==> config.mk <==
export PLATFORM = sky130hd
export DESIGN_NAME = prng_scheduler
export DESIGN_NICKNAME = d
export VERILOG_FILES = /design/src/rtl/prng_pkg.sv /design/src/rtl/prng_scheduler_rr_arbiter.sv /design/src/rtl/prng_scheduler.sv
export SDC_FILE = /design/constraint.sdc
export NUM_CORES = 1
export LEC_CHECK = 0
export ABC_AREA = 1
export BUFFER_PORTS_ARGS = -buffer_cell sky130_fd_sc_hd__buf_4
export CAP_MARGIN = 20
export CORE_MARGIN = 3
export CORE_UTILIZATION = 43
export CTS_CLUSTER_SIZE = 25
export DETAILED_ROUTE_END_ITERATION = 12
export GPL_ROUTABILITY_DRIVEN = 0
export PLACE_DENSITY = 0.74
export SYNTH_ARGS = -nofsm -noshare
export SYNTH_HDL_FRONTEND = slang
export SYNTH_SLANG_ARGS = --single-unit
==> constraint.sdc <==
create_clock -name clock -period 2.65 [get_ports clock]
set_clock_uncertainty 0.2 [all_clocks]
set_input_delay 0.53 -clock clock [delete_from_list [all_inputs] [get_ports clock]]
set_output_delay 0.53 -clock clock [all_outputs]
set_load 0.05 [all_outputs]
==> src/rtl/prng_pkg.sv <==
// Shared definitions for the prng scheduler: default widths, FSM state encoding and a clog2 helper.
package prng_pkg;

   localparam int unsigned LFSR_SIZE_DEF = 43;
   localparam int unsigned OUT_SIZE_DEF  = 32;

   typedef enum logic [1:0] {
      IDLE   = 2'd0,
      SEED   = 2'd1,
      WARMUP = 2'd2,
      SERVE  = 2'd3
   } state_e;

   function automatic int unsigned clog2(input int unsigned v);
      int unsigned r;
      r = 0;
      for (int unsigned i = 0; i < 32; i++) begin
         if ((32'd1 << i) < v) r = i + 1;
      end
      return r;
   endfunction

endpackage

==> src/rtl/prng_scheduler_rr_arbiter.sv <==
// Round-robin arbiter: search starts one past the last granted index; the pointer moves only on advance.
module rr_arbiter
   import prng_pkg::*;
#(
   parameter int unsigned N_REQ = 4
) (
   input  logic             clock,
   input  logic             reset,
   input  logic [N_REQ-1:0] req,
   input  logic [N_REQ-1:0] mask,
   input  logic             advance,
   output logic [N_REQ-1:0] winner
);

   localparam int unsigned PW = clog2(N_REQ);

   logic [PW-1:0]    ptr_q, ptr_d;
   logic [PW-1:0]    idx;
   logic [PW-1:0]    next_ptr;
   logic [N_REQ-1:0] elig;
   logic             found;

   always_comb begin
      elig     = req & ~mask;
      winner   = '0;
      idx      = '0;
      next_ptr = ptr_q;
      found    = 1'b0;
      for (int unsigned i = 0; i < N_REQ; i++) begin
         idx = PW'((32'(ptr_q) + i) % N_REQ);
         if (!found && elig[idx]) begin
            found       = 1'b1;
            winner[idx] = 1'b1;
            next_ptr    = PW'((32'(idx) + 1) % N_REQ);
         end
      end
   end

   // Kept apart from the search so advance (derived from winner) forms no combinational cycle.
   always_comb begin
      ptr_d = ptr_q;
      if (advance) ptr_d = next_ptr;
   end

   always_ff @(posedge clock or negedge reset) begin
      if (!reset) ptr_q <= '0;
      else        ptr_q <= ptr_d;
   end

endmodule

==> src/rtl/prng_scheduler.sv <==
// Sequences seeding and warm-up of the shared prng, then hands one sample per cycle to
// round-robin selected requesters through a two-stage fetch/deliver pipeline.
module prng_scheduler
   import prng_pkg::*;
#(
   parameter int unsigned LFSR_SIZE     = LFSR_SIZE_DEF,
   parameter int unsigned OUT_SIZE      = OUT_SIZE_DEF,
   parameter int unsigned N_REQ         = 4,
   parameter int unsigned WARMUP_CYCLES = 64,
   parameter int unsigned CNT_W         = 32
) (
   input  logic                 clock,
   input  logic                 reset,
   input  logic [LFSR_SIZE-1:0] seed_in,
   input  logic                 reseed,
   input  logic [N_REQ-1:0]     req,
   output logic [N_REQ-1:0]     gnt,
   output logic                 rnd_valid,
   output logic [OUT_SIZE-1:0]  rnd_data,
   output logic                 ready,
   output logic [CNT_W-1:0]     sample_count,
   output logic [LFSR_SIZE-1:0] prng_seed,
   output logic                 prng_reset,
   output logic                 prng_enable,
   output logic                 prng_fetch,
   input  logic [OUT_SIZE-1:0]  prng_data
);

   localparam int unsigned WC_W = clog2(WARMUP_CYCLES + 1);

   state_e               state_q, state_d;
   logic [LFSR_SIZE-1:0] seed_q, seed_d;
   logic [WC_W-1:0]      wcnt_q, wcnt_d;
   logic                 ready_q, ready_d;
   logic                 valid_q, valid_d;
   logic [N_REQ-1:0]     gnt_q, gnt_d;
   logic [CNT_W-1:0]     count_q, count_d;
   logic [N_REQ-1:0]     win;
   logic                 serve_fetch;

   // The index delivered this cycle is masked so a held req is not fetched twice.
   rr_arbiter #(.N_REQ(N_REQ)) u_arb (
      .clock   (clock),
      .reset   (reset),
      .req     (req),
      .mask    (gnt_q),
      .advance (serve_fetch),
      .winner  (win)
   );

   assign serve_fetch = (state_q == SERVE) && !reseed && (|win);

   always_comb begin
      state_d = state_q;
      seed_d  = seed_q;
      wcnt_d  = wcnt_q;
      ready_d = ready_q;
      valid_d = serve_fetch;
      gnt_d   = serve_fetch ? win : '0;
      count_d = serve_fetch ? count_q + CNT_W'(1) : count_q;
      if (reseed) seed_d = (seed_in == '0) ? LFSR_SIZE'(1) : seed_in;
      case (state_q)
         IDLE:    if (reseed) state_d = SEED;
         SEED: begin
            wcnt_d  = '0;
            state_d = reseed ? SEED : WARMUP;
         end
         WARMUP: begin
            if (reseed) begin
               state_d = SEED;
            end else if (wcnt_q == WC_W'(WARMUP_CYCLES - 1)) begin
               state_d = SERVE;
               ready_d = 1'b1;
            end else begin
               wcnt_d = wcnt_q + WC_W'(1);
            end
         end
         SERVE: begin
            if (reseed) begin
               state_d = SEED;
               ready_d = 1'b0;
            end
         end
         default: state_d = IDLE;
      endcase
   end

   always_ff @(posedge clock or negedge reset) begin
      if (!reset) begin
         state_q <= IDLE;
         seed_q  <= '0;
         wcnt_q  <= '0;
         ready_q <= 1'b0;
         valid_q <= 1'b0;
         gnt_q   <= '0;
         count_q <= '0;
      end else begin
         state_q <= state_d;
         seed_q  <= seed_d;
         wcnt_q  <= wcnt_d;
         ready_q <= ready_d;
         valid_q <= valid_d;
         gnt_q   <= gnt_d;
         count_q <= count_d;
      end
   end

   assign gnt          = gnt_q;
   assign rnd_valid    = valid_q;
   assign rnd_data     = valid_q ? prng_data : '0;
   assign ready        = ready_q;
   assign sample_count = count_q;
   assign prng_seed    = seed_q;
   assign prng_reset   = (state_q == SEED);
   assign prng_enable  = (state_q == WARMUP) || serve_fetch;
   assign prng_fetch   = (state_q == WARMUP) || serve_fetch;

endmodule

== Word-level counts from Yosys, hierarchy flattened ==
Index checks and enable logic that the tools add are counted.

* Flip-flop bits (word level): 92
* Latch bits: 0
* Bits in writable memories: 0
* Memory bits (read-only): 0
* Logic and storage cells: 106
* Memories kept: 0

* $add $sub $neg: 8
* $mul: 0
* Divide/modulo/power cells: 0
* Order comparisons: 8
* Equal/unequal tests: 10
* Shift-type cells: 0
* Multiplexer cells: 42
* Bitwise logic cells: 5
* Reduce and logical (&&, ||, !) cells: 25

{| class="wikitable"
|+ Operators with widths
! operator !! count
|-
| $logic_not 43->1 || 1
|-
| $mux 43 || 1
|-
| $add 32x1->32 const B || 1
|-
| $mux 32 || 1
|-
| $mux 4 || 5
|-
| $mux 2 || 8
|-
| $mux 1 || 14
|-
| $mux 7 || 2
|-
| $pmux 7 s2 || 1
|-
| $lt 2x3->1 const B || 4
|-
| $or 4x4->4 || 3
|-
| $logic_and 1x1->1 || 9
|-
| $add 2x1->2 const B || 4
|-
| $bmux 1 s2 || 4
|-
| $demux 1 s2 || 4
|-
| $ge 2x1->1 const B || 4
|-
| $ne 2x2->1 const B || 4
|-
| $add 7x1->7 const B || 1
|-
| $eq 7x6->1 const B || 1
|-
| $pmux 2 s3 || 1
|-
| $add 2x2->2 const B || 2
|-
| $and 4x4->4 || 1
|-
| $eq 2x2->1 const B || 2
|-
| $logic_not 1->1 || 4
|-
| other kinds (14) || 16
|}

== Logic depth before layout (Yosys ltp) ==
* Depth after elaboration: 17
* Mapped depth: 16
* Mapped depth without buffers: 15

== Modules after synthesis ==
Synthesis repeated with hierarchy kept, for this count alone.

* Cell total of the unflattened synthesis: 726
* Area, all modules: 5270.1 um^2

{| class="wikitable"
|+ By module, submodules not included
! module !! times used !! cells each !! area each (um^2) !! seq. area each (um^2)
|-
| prng_scheduler || 1 || 635 || 4693.3 || 2252.2
|-
| rr_arbiter || 1 || 91 || 576.8 || 50.0
|}

== Worst setup path after synthesis ==
Ideal clock, no wire load.

* Kind: flip-flop to output port
* Start: reg u_arb.ptr_q[0]
* End: out prng_fetch
* Data arrival time: 2.613 ns
* Required time: 1.920 ns
* Setup slack: -0.693 ns
* Stages on the path, launching flop included: 16
* Path buffers: 2
* Cell sequence: dfrtp_1 inv_2 ha_1 inv_1 nand3_1 nand2_1 nand2_2 nor2_4 nand3_1 nand2_1 nor2_2 nand2_4 nand2_4 buf_4 nand2_1 buf_4

* Cells in the longest elaborated chain, start to end: 15
* Elaborated cells between the ends (all ways): 50
* Those cells by class: add/sub (3); order compare (8); mux (23); bitwise (3); reduce/logical (13)

{| class="wikitable"
|+ RTL lines
! what !! RTL line !! source
|-
| start, declared || prng_scheduler_rr_arbiter.sv:17 || <nowiki>logic [PW-1:0] ptr_q, ptr_d;</nowiki>
|-
| start signal, assigned || prng_scheduler_rr_arbiter.sv:47 || <nowiki>else ptr_q <= ptr_d;</nowiki>
|-
| parallel branches: the longest is 11 deep, another holds $lt 2x3->1 || - ||
|-
| $mux 4 * || prng_scheduler_rr_arbiter.sv:31 || <nowiki>if (!found && elig[idx]) begin</nowiki>
|-
| $reduce_or 4->1 * || prng_scheduler.sv:51 || <nowiki>assign serve_fetch = (state_q == SERVE) && !reseed && (|win);</nowiki>
|-
| $logic_and 1x1->1 * || prng_scheduler.sv:51 ||
|-
| $logic_or 1x1->1 * || - ||
|-
| end, declared || prng_scheduler.sv:25 || <nowiki>output logic prng_fetch,</nowiki>
|}

Mark *: on every way between the ends. The select of a mux whose other input is x is not followed.

== Final worst setup path ==
* Start: reg u_arb.ptr_q[0]
* End: out prng_enable

* Cells in the longest elaborated chain, start to end: 15
* Elaborated cells between the ends (all ways): 50
* Those cells by class: add/sub (3); order compare (8); mux (23); bitwise (3); reduce/logical (13)

{| class="wikitable"
|+ RTL lines
! what !! RTL line !! source
|-
| parallel branches: the longest is 11 deep, another holds $lt 2x3->1 || - ||
|-
| $mux 4 * || prng_scheduler_rr_arbiter.sv:31 ||
|-
| $reduce_or 4->1 * || prng_scheduler.sv:51 ||
|-
| $logic_and 1x1->1 * || prng_scheduler.sv:51 ||
|-
| $logic_or 1x1->1 * || prng_scheduler.sv:115 || <nowiki>assign prng_enable = (state_q == WARMUP) || serve_fetch;</nowiki>
|-
| end, declared || prng_scheduler.sv:24 || <nowiki>output logic prng_enable,</nowiki>
|}

Marked as above.

==> summary.md <==
| Metric | Value |
|---|---|
| Status | finished with violations |
| Violated checks | setup timing |
| Critical path fanouts, max | 6 |
| Sink Count | 92 |
| Crit end category | primary output |
| Least-Margin Pin Slew | 504 ps |
| Cells after Synth | 709 |
| Worst setup margin | -292 ps |
| Hold Crit Class | input port to register |
| Slowest stage delay, CP | 400 ps |
| Largest net degree at the start of global routing | 45 |
| Area grow syn2layout | 45.1% |
| PwrDens | 792 nW/µm² |
| Die Area | ~13000 µm² |
| Final Hold Fails | 0 |
| Leakage | 4.16 nW |
| Netlist cell types | 29 |
| Sw Share | 43.9% |
| Endpoints failing setup | 2 |
| Antenna viol nets, final | 0 |
| Power share of the combinational group | 51.1% |
| Synthesized Nets | 804 |
| Synthesis-stage register bit count | 92 |
| Flop pwr share | 27.4% |
| Worst EP arrival | 2210 ps |
| Max Fclk | around 340 MHz |
| CTS H-tree lvls | 3 |
| P_int | 3.35 mW |
| Vert. Die Dim | between 100 and 150 µm |
| Chip width | between 100 and 150 µm |
| Routed wl met3 | 1.58 mm |
| Sequential cell area fraction in the yosys report | 44.3% |
| Detail Placement HPWL | 11.0 mm |
| Worst skew pair latency | 340 ps |
| Routed wl met2 | 7.06 mm |
| Port bufs | 197 |
| Fillers | 1032 |
| Layout cells sized above 1 | 31.5% |
| CP cell instances | clkinv_4 > ha_4 > inv_4 > nand3_4 > nand2_4 > nand3_4 > nor2_4 > nor2_4 > nand2_2 > nor2_4 > nand2_4 > nand2_4 > nand2_8 > buf_8 |
| First-pass GRT wire length | 22.9 mm |
| Synth warn | 0 |
| Vias | 5282 |
| Drt wl/cell | between 10 and 15 µm |
| IO Count | 198 |
| Mean number of vias per cell | 4.95 |
| Root buf cell | clkbuf_16 |
| Slew headroom | 66.1% |
| Setup_tns | -584 ps |
| Yosys top cell by area | dfrtp_1 |
| Fin nets | a little over 1000 |
| Clock share of power | 21.5% |
| Synth top area share | 44.3% |
| Initial Utilization | 44.8% |
| Switch Pwr | 2.62 mW |
| CP max-delay cell | dfrtp_2 |
| Core ar. | 11600 µm² |
| Clk buf depth | 2 |
| Initial antenna violation count | 0 |
| Worst-path clk slew | approximately 60 ps |
| Initial DRT Pass Iterations | 4 |
| Critical Path RT | 1920 ps |
| Delay-heaviest family, CP | simple AND/OR/NAND/NOR gates |
| Max-slew violations | 0 |
| Max Cap Viol | 0 |
| Mapped cell area | ~5200 µm² |
| Site Rows | 39 |
| Post-route DRC | 0 |
| Setup CP Type | register to primary output |
| Hold WS | a little under 200 ps |
| Drt initial violations | roughly 220 |
| Total Routed Length | 15.0 mm |
| GRT Resource Usage Total | 21.5% |
| Total CTS buffers | 9 |
| Critical Path Source Type | register |
| RSZ-0062 raised after global routing | true |
| Period utilization | 111% |
| # diodes | 0 |
| Fin crit period | 2940 ps |
| Gr ovfl total | 0 |
| Number of global-route vias before repair | 4933 |
| VDD IR max | 0.000380 V |
| CTS tree | done |
| Avg Synthesized Cell Area | 7.33 µm² |
| Area contributors post-synth | dfrtp_1 (44%), nand2_1 (22%), inv_1 (5.8%), ha_1 (3.1%), xor2_1 (2.9%) |
| Metal-1 WL | 6.09 mm |
| Critical path buffer and inverter count | 3 |
| Worst slack, placed | -90.4 ps |
| Max layer used | met4 |
## cell usage after synthesis
library cell and instances:
a21boi_0 1, a21oi_1 7, a31oi_1 1, buf_4 4
buf_6 4, clkbuf_1 15, dfrtp_1 92, ha_1 13
inv_1 81, inv_2 5, nand2_1 298, nand2_2 3
nand2_4 3, nand3_1 29, nand3_2 4, nand4_1 13
nor2_1 37, nor2_2 2, nor2_4 1, nor3_1 18
nor3b_1 3, nor4_1 17, o21ai_0 20, o21ai_1 5
o21bai_1 1, o31ai_1 1, o32a_1 1, xnor2_1 13
xor2_1 17
## tightest hold or removal path: stages
cell and delay, ps:
buf_4 80, nand2_1 40, nand2_1 50
## worst paths after layout
kind | cells after the start | start | endpoint | slack, ps
max | 14 | u_arb.ptr_q[0] | prng_enable | -290
min | 3 | seed_in[28] | prng_seed[28] | 200
max reg2reg | 17 | u_arb.ptr_q[0] | sample_count[18] | 80
min reg2reg | 2 | prng_seed[25] | prng_seed[25] | 270
max in group asynchronous | 3 | reset | gnt[1] | 1160
min in group asynchronous | 2 | reset | prng_seed[42] | 440
## area by class of cell
type | count | area (µm²) | share of cell area [%]
Tap cell | 143 | 179 | 2.37
Sequential cell | 92 | 2310 | 30.6
Inverter | 86 | 357 | 4.73
Multi-Input combinational cell | 508 | 2640 | 35.0
Clock buffer | 10 | 229 | 3.03
Timing Repair Buffer | 223 | 1770 | 23.5
Clock inverter | 5 | 60.1 | 0.796
## through the flow
stage | power [mW] | utilization, % | area, µm² | cells
CTS | 5.67 | 62.9 | 7310 | 1059
detailed placement | 4.21 | 59.5 | 6910 | 1039
floorplan | 3.49 | - | 5270 | 709
global route | 6.32 | 65.0 | 7540 | 1067
finish | 5.98 | 65.0 | 7540 | 1067
global placement | 4.20 | 59.5 | 6910 | 1039
## cell families (layout without fill, tap and decap cells)
logic type / Yosys count / count (layout) / share of synthesized area [%]
compound gates: 37 / 37 / 3.83
xor+xnor: 30 / 30 / 5.05
fa+ha+maj: 13 / 13 / 3.13
buf+inv: 109 / 324 / 8.73
flops: 92 / 92 / 44.3
simple gates: 428 / 428 / 35.0
## registers in the layout (all words and copies together), names as in the netlist
| register | flops |
|---|---|
| state_q | 2 |
| ready | 1 |
| u_arb.ptr_q | 2 |
| prng_seed | 43 |
| wcnt_q | 7 |
| rnd_valid | 1 |
| sample_count | 32 |
| gnt | 4 |
## placed cells by master, fill, tap and decap left out, types with 8 or more instances in the layout
master,n
nand2_2,8
ha_1,12
nand3_1,16
nor2_1,29
nand2_1,291
inv_1,79
clkbuf_16,12
nor4_1,17
dfrtp_1,86
nor3_1,18
nor2_4,10
xnor2_1,13
xor2_1,17
o21ai_0,20
buf_4,214
nand4_1,13
nand3_2,15
## routing by layer
metal / vias up / track usage, %
met1: 2393 / 25.7
met2: 239 / 36.3
met3: 24 / 6.68
met4: 0 / 8.04
li1: 2626 / -
met5: - / 0
## timing repair
action | 4_1_cts | 5_1_grt
pin swaps | 9 | 17
endpoints found under the setup margin | 31 | 32
resized for setup | 19 | 30
endpoints found under the hold margin | 23 | 0
cloned | 0 | 3
buffers inserted | 4 | 6
hold buffers | 1 | 0
## power by group through the flow
stage	clock [mW]	sequential (mW)	combinational, mW
2_1_floorplan	0	1.99	1.49
3_3_place_gp	0	1.66	2.54
3_5_place_dp	0	1.66	2.55
4_1_cts	1.32	1.64	2.71
5_1_grt	1.37	1.65	3.29
6_report	1.29	1.64	3.05
Note: power is estimated with default switching activity, not from simulation.
